[config.mk]
export PLATFORM = sky130hd
export DESIGN_NAME = mem_access_ctrl
export DESIGN_NICKNAME = d
export VERILOG_FILES = /design/src/rtl/rv32i_types.sv /design/src/rtl/mem_access_ctrl_load_align.sv /design/src/rtl/mem_access_ctrl.sv
export SDC_FILE = /design/constraint.sdc
export NUM_CORES = 1
export LEC_CHECK = 0
export ABC_CLOCK_PERIOD_IN_PS = 2200
export BUFFER_PORTS_ARGS = -buffer_cell sky130_fd_sc_hd__buf_2
export CAP_MARGIN = 20
export CORE_MARGIN = 2
export CORE_UTILIZATION = 50
export CTS_CLUSTER_DIAMETER = 120
export DETAILED_ROUTE_END_ITERATION = 8
export MAX_ROUTING_LAYER = met4
export PLACE_DENSITY = 0.77
export SLEW_MARGIN = 20
export SYNTH_ARGS = -nofsm -noshare
export SYNTH_HDL_FRONTEND = slang
export SYNTH_HIERARCHICAL = 1
export SYNTH_SLANG_ARGS = --single-unit
[constraint.sdc]
create_clock -name clk -period 2.2 [get_ports clk]
set_clock_uncertainty 0.1 [all_clocks]
set_input_delay 0.33 -clock clk [delete_from_list [all_inputs] [get_ports clk]]
set_output_delay 0.33 -clock clk [all_outputs]
set_load 0.005 [all_outputs]
[src/rtl/rv32i_types.sv]
// Shared RV32I type definitions.
// Load/store funct3 encodings used by the memory path.
package rv32i_types;

    typedef enum logic [2:0] {
        lb  = 3'b000,
        lh  = 3'b001,
        lw  = 3'b010,
        lbu = 3'b100,
        lhu = 3'b101
    } load_funct3_t;

    typedef enum logic [2:0] {
        sb = 3'b000,
        sh = 3'b001,
        sw = 3'b010
    } store_funct3_t;

endpackage

[src/rtl/mem_access_ctrl_load_align.sv]
// Load data alignment and extension.
// Shifts the addressed lanes down to bit 0, then sign/zero extends.
module load_align
    import rv32i_types::*;
#(
    parameter int width = 32
) (
    input  logic [2:0]       funct3,
    input  logic [1:0]       offset,
    input  logic [width-1:0] mem_rdata,
    output logic [width-1:0] data
);

    logic [width-1:0] shifted;

    // Lane shift followed by funct3-selected extension
    always_comb begin
        shifted = mem_rdata >> {offset, 3'b000};
        data    = shifted;
        case (funct3)
            lb:      data = {{24{shifted[7]}}, shifted[7:0]};
            lh:      data = {{16{shifted[15]}}, shifted[15:0]};
            lbu:     data = {24'd0, shifted[7:0]};
            lhu:     data = {16'd0, shifted[15:0]};
            default: data = shifted;
        endcase
    end

endmodule

[src/rtl/mem_access_ctrl.sv]
// Multi-cycle load/store sequencer towards the memory port.
// Latches the request, runs the strobe handshake, returns aligned load data.
module mem_access_ctrl
    import rv32i_types::*;
#(
    parameter int width   = 32,
    parameter int TIMEOUT = 255
) (
    input  logic             clk,
    input  logic             rst_n,
    input  logic             req_read,
    input  logic             req_write,
    input  logic [width-1:0] req_addr,
    input  logic [width-1:0] req_wdata,
    input  logic [2:0]       req_funct3,
    output logic             busy,
    output logic             done,
    output logic             err,
    output logic [width-1:0] rdata,
    output logic [width-1:0] mem_address,
    output logic             mem_read,
    output logic             mem_write,
    output logic [3:0]       mem_byte_enable,
    output logic [width-1:0] mem_wdata,
    input  logic [width-1:0] mem_rdata,
    input  logic             mem_resp
);

    typedef enum logic [2:0] {
        IDLE,
        RD,
        WR,
        FIN,
        FAULT
    } mac_state_t;

    // Counter only needs to reach TIMEOUT-1; the terminal cycle moves to FAULT.
    localparam int CW = (TIMEOUT > 1) ? $clog2(TIMEOUT) : 1;
    localparam logic [CW-1:0] TLIM = CW'((TIMEOUT > 0) ? TIMEOUT - 1 : 0);

    mac_state_t       state_q, state_d;
    logic [width-1:0] addr_q, addr_d;
    logic [2:0]       f3_q, f3_d;
    logic [3:0]       be_q, be_d;
    logic [width-1:0] wdata_q, wdata_d;
    logic [width-1:0] rdata_q, rdata_d;
    logic [CW-1:0]    cnt_q, cnt_d;

    logic             ld_ok;
    logic             st_ok;
    logic [3:0]       st_be;
    logic [width-1:0] load_word;

    load_align #(.width(width)) u_load_align (
        .funct3    (f3_q),
        .offset    (addr_q[1:0]),
        .mem_rdata (mem_rdata),
        .data      (load_word)
    );

    // Request legality and store lane enables
    always_comb begin
        ld_ok = 1'b0;
        st_ok = 1'b0;
        st_be = 4'b0000;
        case (req_funct3)
            lb, lbu:  ld_ok = 1'b1;
            lh, lhu:  ld_ok = ~req_addr[0];
            lw:       ld_ok = (req_addr[1:0] == 2'b00);
            default:  ld_ok = 1'b0;
        endcase
        case (req_funct3)
            sb: begin
                st_ok = 1'b1;
                st_be = 4'b0001 << req_addr[1:0];
            end
            sh: begin
                st_ok = ~req_addr[0];
                st_be = 4'b0011 << req_addr[1:0];
            end
            sw: begin
                st_ok = (req_addr[1:0] == 2'b00);
                st_be = 4'b1111;
            end
            default: st_ok = 1'b0;
        endcase
    end

    // Next-state, request latching, watchdog and load capture
    always_comb begin
        state_d = state_q;
        addr_d  = addr_q;
        f3_d    = f3_q;
        be_d    = be_q;
        wdata_d = wdata_q;
        rdata_d = rdata_q;
        cnt_d   = cnt_q;
        case (state_q)
            IDLE: begin
                if (req_read || req_write) begin
                    addr_d  = req_addr;
                    f3_d    = req_funct3;
                    wdata_d = req_wdata << {req_addr[1:0], 3'b000};
                    be_d    = req_write ? st_be : 4'b0000;
                    cnt_d   = '0;
                    if (req_read && req_write) begin
                        state_d = FAULT;
                    end else if (req_read) begin
                        state_d = ld_ok ? RD : FAULT;
                    end else begin
                        state_d = st_ok ? WR : FAULT;
                    end
                end
            end
            RD, WR: begin
                if (mem_resp) begin
                    state_d = FIN;
                    if (state_q == RD) begin
                        rdata_d = load_word;
                    end
                end else if (TIMEOUT != 0 && cnt_q == TLIM) begin
                    state_d = FAULT;
                end else begin
                    cnt_d = cnt_q + 1'b1;
                end
            end
            default: state_d = IDLE;
        endcase
    end

    // State and datapath registers with synchronous reset
    always_ff @(posedge clk) begin
        if (!rst_n) begin
            state_q <= IDLE;
            addr_q  <= '0;
            f3_q    <= '0;
            be_q    <= '0;
            wdata_q <= '0;
            rdata_q <= '0;
            cnt_q   <= '0;
        end else begin
            state_q <= state_d;
            addr_q  <= addr_d;
            f3_q    <= f3_d;
            be_q    <= be_d;
            wdata_q <= wdata_d;
            rdata_q <= rdata_d;
            cnt_q   <= cnt_d;
        end
    end

    assign busy            = (state_q != IDLE);
    assign done            = (state_q == FIN);
    assign err             = (state_q == FAULT);
    assign mem_read        = (state_q == RD);
    assign mem_write       = (state_q == WR);
    assign mem_address     = {addr_q[width-1:2], 2'b00};
    assign mem_byte_enable = be_q;
    assign mem_wdata       = wdata_q;
    assign rdata           = rdata_q;

endmodule

After elaboration in Yosys (flattened, before gate mapping)
Index checks and enable logic that the tools add are counted.
{"block": "classes", "add_sub_neg": 1, "n_eq_ne": 16, "shift": 4, "n_mux": 17, "n_bitwise": 1, "n_reduce_logical": 15}
{"operator": "one-hot mux 32 bit (4 select lines)", "n": 1}
{"operator": "left shift 32 x 5 -> 32 bit", "n": 1}
{"operator": "right shift 32 x 5 -> 32 bit", "n": 1}
{"operator": "two-way mux 8 bit", "n": 3}
{"operator": "two-way mux 3 bit", "n": 7}
{"operator": "one-hot mux 8 bit (2 select lines)", "n": 1}
{"operator": "== test 3 bit (second input constant)", "n": 5}
{"operator": "one-hot mux 4 bit (3 select lines)", "n": 1}
{"operator": "== test 3 x 1 -> 1 bit (second input constant)", "n": 3}
{"operator": "== test 3 x 2 -> 1 bit (second input constant)", "n": 3}
{"operator": "logical NOT 3 bit", "n": 3}
{"operator": "adder 8 x 1 -> 8 bit (second input constant)", "n": 1}
{"operator": "== test 8 bit (second input constant)", "n": 1}
{"operator": "!= test 2 bit (second input constant)", "n": 3}
{"operator": "one-hot mux 1 bit (3 select lines)", "n": 2}
{"operator": "one-hot mux 3 bit (2 select lines)", "n": 1}
{"operator": "OR reduction 2 bit", "n": 3}
{"operator": "two-way mux 4 bit", "n": 1}
{"operator": "AND reduction 2 bit", "n": 2}
{"operator": "AND reduction 4 bit", "n": 1}
{"operator": "left shift 1 x 2 -> 4 bit (first input constant)", "n": 1}
{"operator": "left shift 2 x 2 -> 4 bit (first input constant)", "n": 1}
{"operator": "!= test 3 bit (second input constant)", "n": 1}
{"operator": "AND reduction 3 bit", "n": 1}
{"operator": "other kinds (6)", "n": 6}
{"block": "totals", "ff_bits": 114, "input_bits": 104, "out_inout_bits": 105, "elab_cells": 61}

Depth between registers and ports, before layout
{"block": "logic_depth", "depth_word": 8, "mapped_depth": 8, "depth_no_buf": 6}

Modules after synthesis
Netlist, hierarchy kept.
{"mod": "mem_access_ctrl", "instances": 1, "cells_per_inst": 613, "area_per_inst_um2": 5165.0, "seq_area_each_um2": 2282.2}
{"mod": "load_align", "instances": 1, "cells_per_inst": 107, "area_per_inst_um2": 694.4, "seq_area_each_um2": 0.0}

Least setup slack after synthesis
Ideal clock, no wire load.
{"block": "synth_path", "kind": "flip-flop to flip-flop", "startpoint": "register cnt_q[0]", "endpoint": "register state_q[0]", "setup_time_ps": 92, "arrival_time_ps": 1433, "required_ps": 2008, "path_slack_ps": 575, "stages_incl_launch_ff": 7, "n_path_buf": 0, "synth_period_minus_slack_ps": 1625, "cell_sequence": "dfxtp_1 inv_1 ha_1 nand3_1 o211ai_1 nand3_1 o32ai_1"}
{"block": "synth_between", "elab_chain_len": 3}
{"item": "start, declared", "line_no": "mem_access_ctrl.sv:47", "rtl": "logic [CW-1:0] cnt_q, cnt_d;"}
{"item": "start signal, assigned", "line_no": "mem_access_ctrl.sv:148", "rtl": "cnt_q <= cnt_d;"}
{"item": "== test 8 bit", "line_no": "mem_access_ctrl.sv:121", "rtl": "end else if (TIMEOUT != 0 && cnt_q == TLIM) begin"}
{"item": "!= test 3 bit (no line)"}
{"item": "AND reduction 2 bit (no line)"}
{"item": "end signal, assigned", "line_no": "mem_access_ctrl.sv:142", "rtl": "state_q <= state_d;"}
{"item": "end, declared", "line_no": "mem_access_ctrl.sv:41", "rtl": "mac_state_t state_q, state_d;"}
No other way between the ends.
A chain may end at the register's enable or synchronous reset.

Worst setup path in the final report
{"block": "layout_path", "startpoint": "register addr_q[0]", "endpoint": "register rdata_q[14], in the netlist rdata[14]"}
{"block": "layout_between", "elab_chain_len": 2}
{"item": "start, declared", "line_no": "mem_access_ctrl.sv:42", "rtl": "logic [width-1:0] addr_q, addr_d;"}
{"item": "start signal, assigned", "line_no": "mem_access_ctrl.sv:143", "rtl": "addr_q <= addr_d;"}
{"item": "right shift 32 x 5 -> 32 bit", "line_no": "mem_access_ctrl_load_align.sv:18", "rtl": "shifted = mem_rdata >> {offset, 3'b000};"}
{"item": "one-hot mux 32 bit (4 select lines)", "line_no": "mem_access_ctrl_load_align.sv:20", "rtl": "case (funct3)"}
{"item": "via load_word[14]", "line_no": "mem_access_ctrl.sv:52", "rtl": "logic [width-1:0] load_word;"}
{"item": "end signal, assigned", "line_no": "mem_access_ctrl.sv:147", "rtl": "rdata_q <= rdata_d;"}
{"item": "end, declared", "line_no": "mem_access_ctrl.sv:46", "rtl": "logic [width-1:0] rdata_q, rdata_d;"}
The timed path passes the listed nets, and every way through them passes these cells.

==> flow_summary.yaml <==
synth:
  yosys_register_bits: 114
  async_flop_share_pct: 0
  synth_edf_count: 0
  synth.distinct_cells: 56
  syn_avg_cell_area_um2: 8.14
  ys_seq_area_share_pct: 38.9
  synth-main-ff-cell: "dfxtp_1"
  synthCells: 720
  syn_area_um2: 5860
  synth_warnings: 6
run:
  cap_viol_max_count: 0
die:
  fp.dieH_um: 112
  core_um2: 11400
  die-area_um2: 12600
  num_rows: 39
  initial_core_util_pct: 51.3
  ios: 209
  die_w_um: 112
setup_path:
  reg2reg_slack_ns: 0.35
  arrival_ns: 2.04
  critPathRequiredTime_ns: 2.38
  path_class: "flop to flop"
  end_kind: "flop"
  regToRegEndpoint: "rdata[14]$_SDFFE_PN0P_"
  worstSetupStartpointType: "flop"
  reg2regPathDepth: 7
  worst_r2r_startpoint: "addr_q[0]$_SDFFE_PN0P_"
  worstPathMaxFanout: 29
routing:
  first_iter_violations: 434
  dr.pass1.iters: 5
  detail_route.wl_per_cell_um: 14.9
  vias: 5548
  viasPerCell: 5.36
  ant_nets: 0
  routed_wl_um: 15500
  drc: 0
min_path:
  hold_class: "primary input to flop"
  whs_endpoint: "addr_q[8]$_SDFFE_PN0P_"
  worstHoldStart: "req_addr[8]"
  whs_path_depth: 3
timing:
  tightest_slew_ns: 0.607
  rsz0062_at_grt: "no"
  holdWs_ns: 0.0667
  finalMaxSlewViolations: 0
  finalCriticalPeriod_ns: 1.85
  finalCritPeriodShare_pct: 84.2
  hold_viol_final: 0
  slew_headroom_pct: 59.4
  finalSetupTns_ns: 0
  setup_viol: 0
  max_freq_mhz: 540
place:
  hpwl_um: 11000
  portBuffers: 206
  gp_congestion: 0.892
cts:
  cts_max_path_buffers: 2
  cts_tree: "yes"
  clock-root-buffer: "clkbuf_16"
  cts.sinks: 114
  clk_latency_ns: 0.39
  clk_pin_slew_ns: 0.05
  htreeDepth: 4
  cts_inserted_buffers: 17
  cts_hold_buf: 0
outcome:
  status: "complete, no violations"
global_routing:
  overflow: 0
  grt_pass1_wl_um: 24600
  grt_pass1_vias: 5039
  grt_max_degree: 68
  grt_usage_pct: 24.6
  grt_antenna_before_repair: 0
pwr:
  peakVddDrop_v: 0.000471
  power_mw: 6.16
  powerDensity_nw_per_um2: 833
  p_leak_nw: 3.34
final_layout:
  drive_above_1_share_pct: 30.7
  antenna_cells: 0
  nNetsFinal: 987
  final_cell_mix: "buf_2 (206), nand2_1 (201), dfxtp_1 (114)"
  final_common_cell: "buf_2"
  syn2layout_area_growth_pct: 26.2
[cells in the mapped netlist, types with 2 or more instances]
master	count	share of area, %
a21oi_1	14	1.2
o211a_1	8	1.4
nand3b_1	2	0.26
o21ai_0	12	1.0
nor2_1	29	1.9
mux2i_1	37	6.3
nor3b_1	3	0.38
buf_1	3	0.19
nor2b_1	11	1.2
o32ai_1	2	0.30
clkbuf_1	25	1.6
ha_1	2	0.43
mux2_2	8	1.5
dfxtp_1	114	39
buf_6	2	0.38
nand4_1	2	0.21
nand2b_1	2	0.21
nand3_1	15	1.3
and2_1	3	0.32
inv_1	4	0.26
o21ai_1	4	0.34
buf_4	35	4.5
nand2_1	201	13
o211ai_1	17	2.2
buf_2	19	1.6
o21ai_2	2	0.30
a21boi_1	91	12
a211oi_1	15	1.9
or3_1	11	1.2
[stage by stage]
step	area, µm²	cells	setup WS [ns]	utilization, %
final	7400	1036	0.347	64.8
after global routing	7400	1036	0.166	64.8
after CTS	7390	1036	0.221	64.7
after floorplan	5860	721	0.575	-
after detailed placement	6800	1005	0.236	59.5
after global placement	6800	1005	0.295	59.5
[worst max path at each step]
stage	slack [ns]	startpoint	to	depth (start not counted)
global placement	0.30	addr_q[0]$_SDFFE_PN0P_	rdata[22]$_SDFFE_PN0P_	6
floorplan	0.57	cnt_q[0]$_SDFFE_PN0P_	state_q[0]$_SDFFE_PN0P_	6
detailed placement	0.24	addr_q[0]$_SDFFE_PN0P_	rdata[22]$_SDFFE_PN0P_	6
global route	0.17	addr_q[0]$_SDFFE_PN0P_	rdata[19]$_SDFFE_PN0P_	6
finish	0.35	addr_q[0]$_SDFFE_PN0P_	rdata[14]$_SDFFE_PN0P_	7
CTS	0.22	addr_q[0]$_SDFFE_PN0P_	rdata[23]$_SDFFE_PN0P_	6
[layout make-up]
| cell class | count | area [µm²] |
|---|---|---|
| sequential | 114 | 2280 |
| timing repair buffer | 225 | 1220 |
| clock inverter | 9 | 105 |
| fill | 1025 | 4020 |
| tap | 143 | 179 |
| inverter | 5 | 18.8 |
| multi-input combinational | 518 | 3100 |
| clock buffer | 22 | 484 |
[sequential cells by signal (all words and copies together), names as in the netlist]
| name | flops |
|---|---|
| addr_q | 32 |
| mem_wdata | 32 |
| rdata | 32 |
| cnt_q | 8 |
| mem_byte_enable | 4 |
| f3_q | 3 |
| state_q | 3 |
[cell families (layout without fill, tap and decap cells)]
logic type | count (synthesis) | in the layout | synth area share (%)
flops | 114 | 114 | 38.9
simple gates | 288 | 288 | 21.1
xor+xnor | 3 | 3 | 0.577
buf+inv | 89 | 261 | 8.61
mux | 45 | 45 | 7.86
fa+ha+maj | 2 | 2 | 0.427
compound gates | 178 | 178 | 22.4
other cells | 1 | 2 | 0.0640
[metal layers]
metal / part of all wire (%) / track usage, % / routed length [µm]
met5: 0 / - / 0
met4: 1.5 / 8.62 / 227
met3: 6.3 / 4.81 / 971
met2: 49 / 40.0 / 7550
met1: 43 / 30.6 / 6710
[critical path, cell delays in order (launching register included)]
cell and delay, ns:
dfxtp_1 0.47, buf_4 0.40, mux2i_1 0.25, nor2_1 0.06, a211oi_1 0.25, nor2_1 0.07
nand2_1 0.08, a21boi_1 0.06
[repair_timing]
action,CTS,global route
setup endpoints to repair,0,1
gates resized for setup,0,1
buffers inserted,0,0
[report_power, final]
part	switching (mW)	internal (mW)	total (mW)
clock	0.922	1.77	2.70
combinational	0.662	0.507	1.17
sequential	0.0887	2.21	2.30
total	1.67	4.49	6.16
Note: power is estimated with default switching activity, not from simulation.
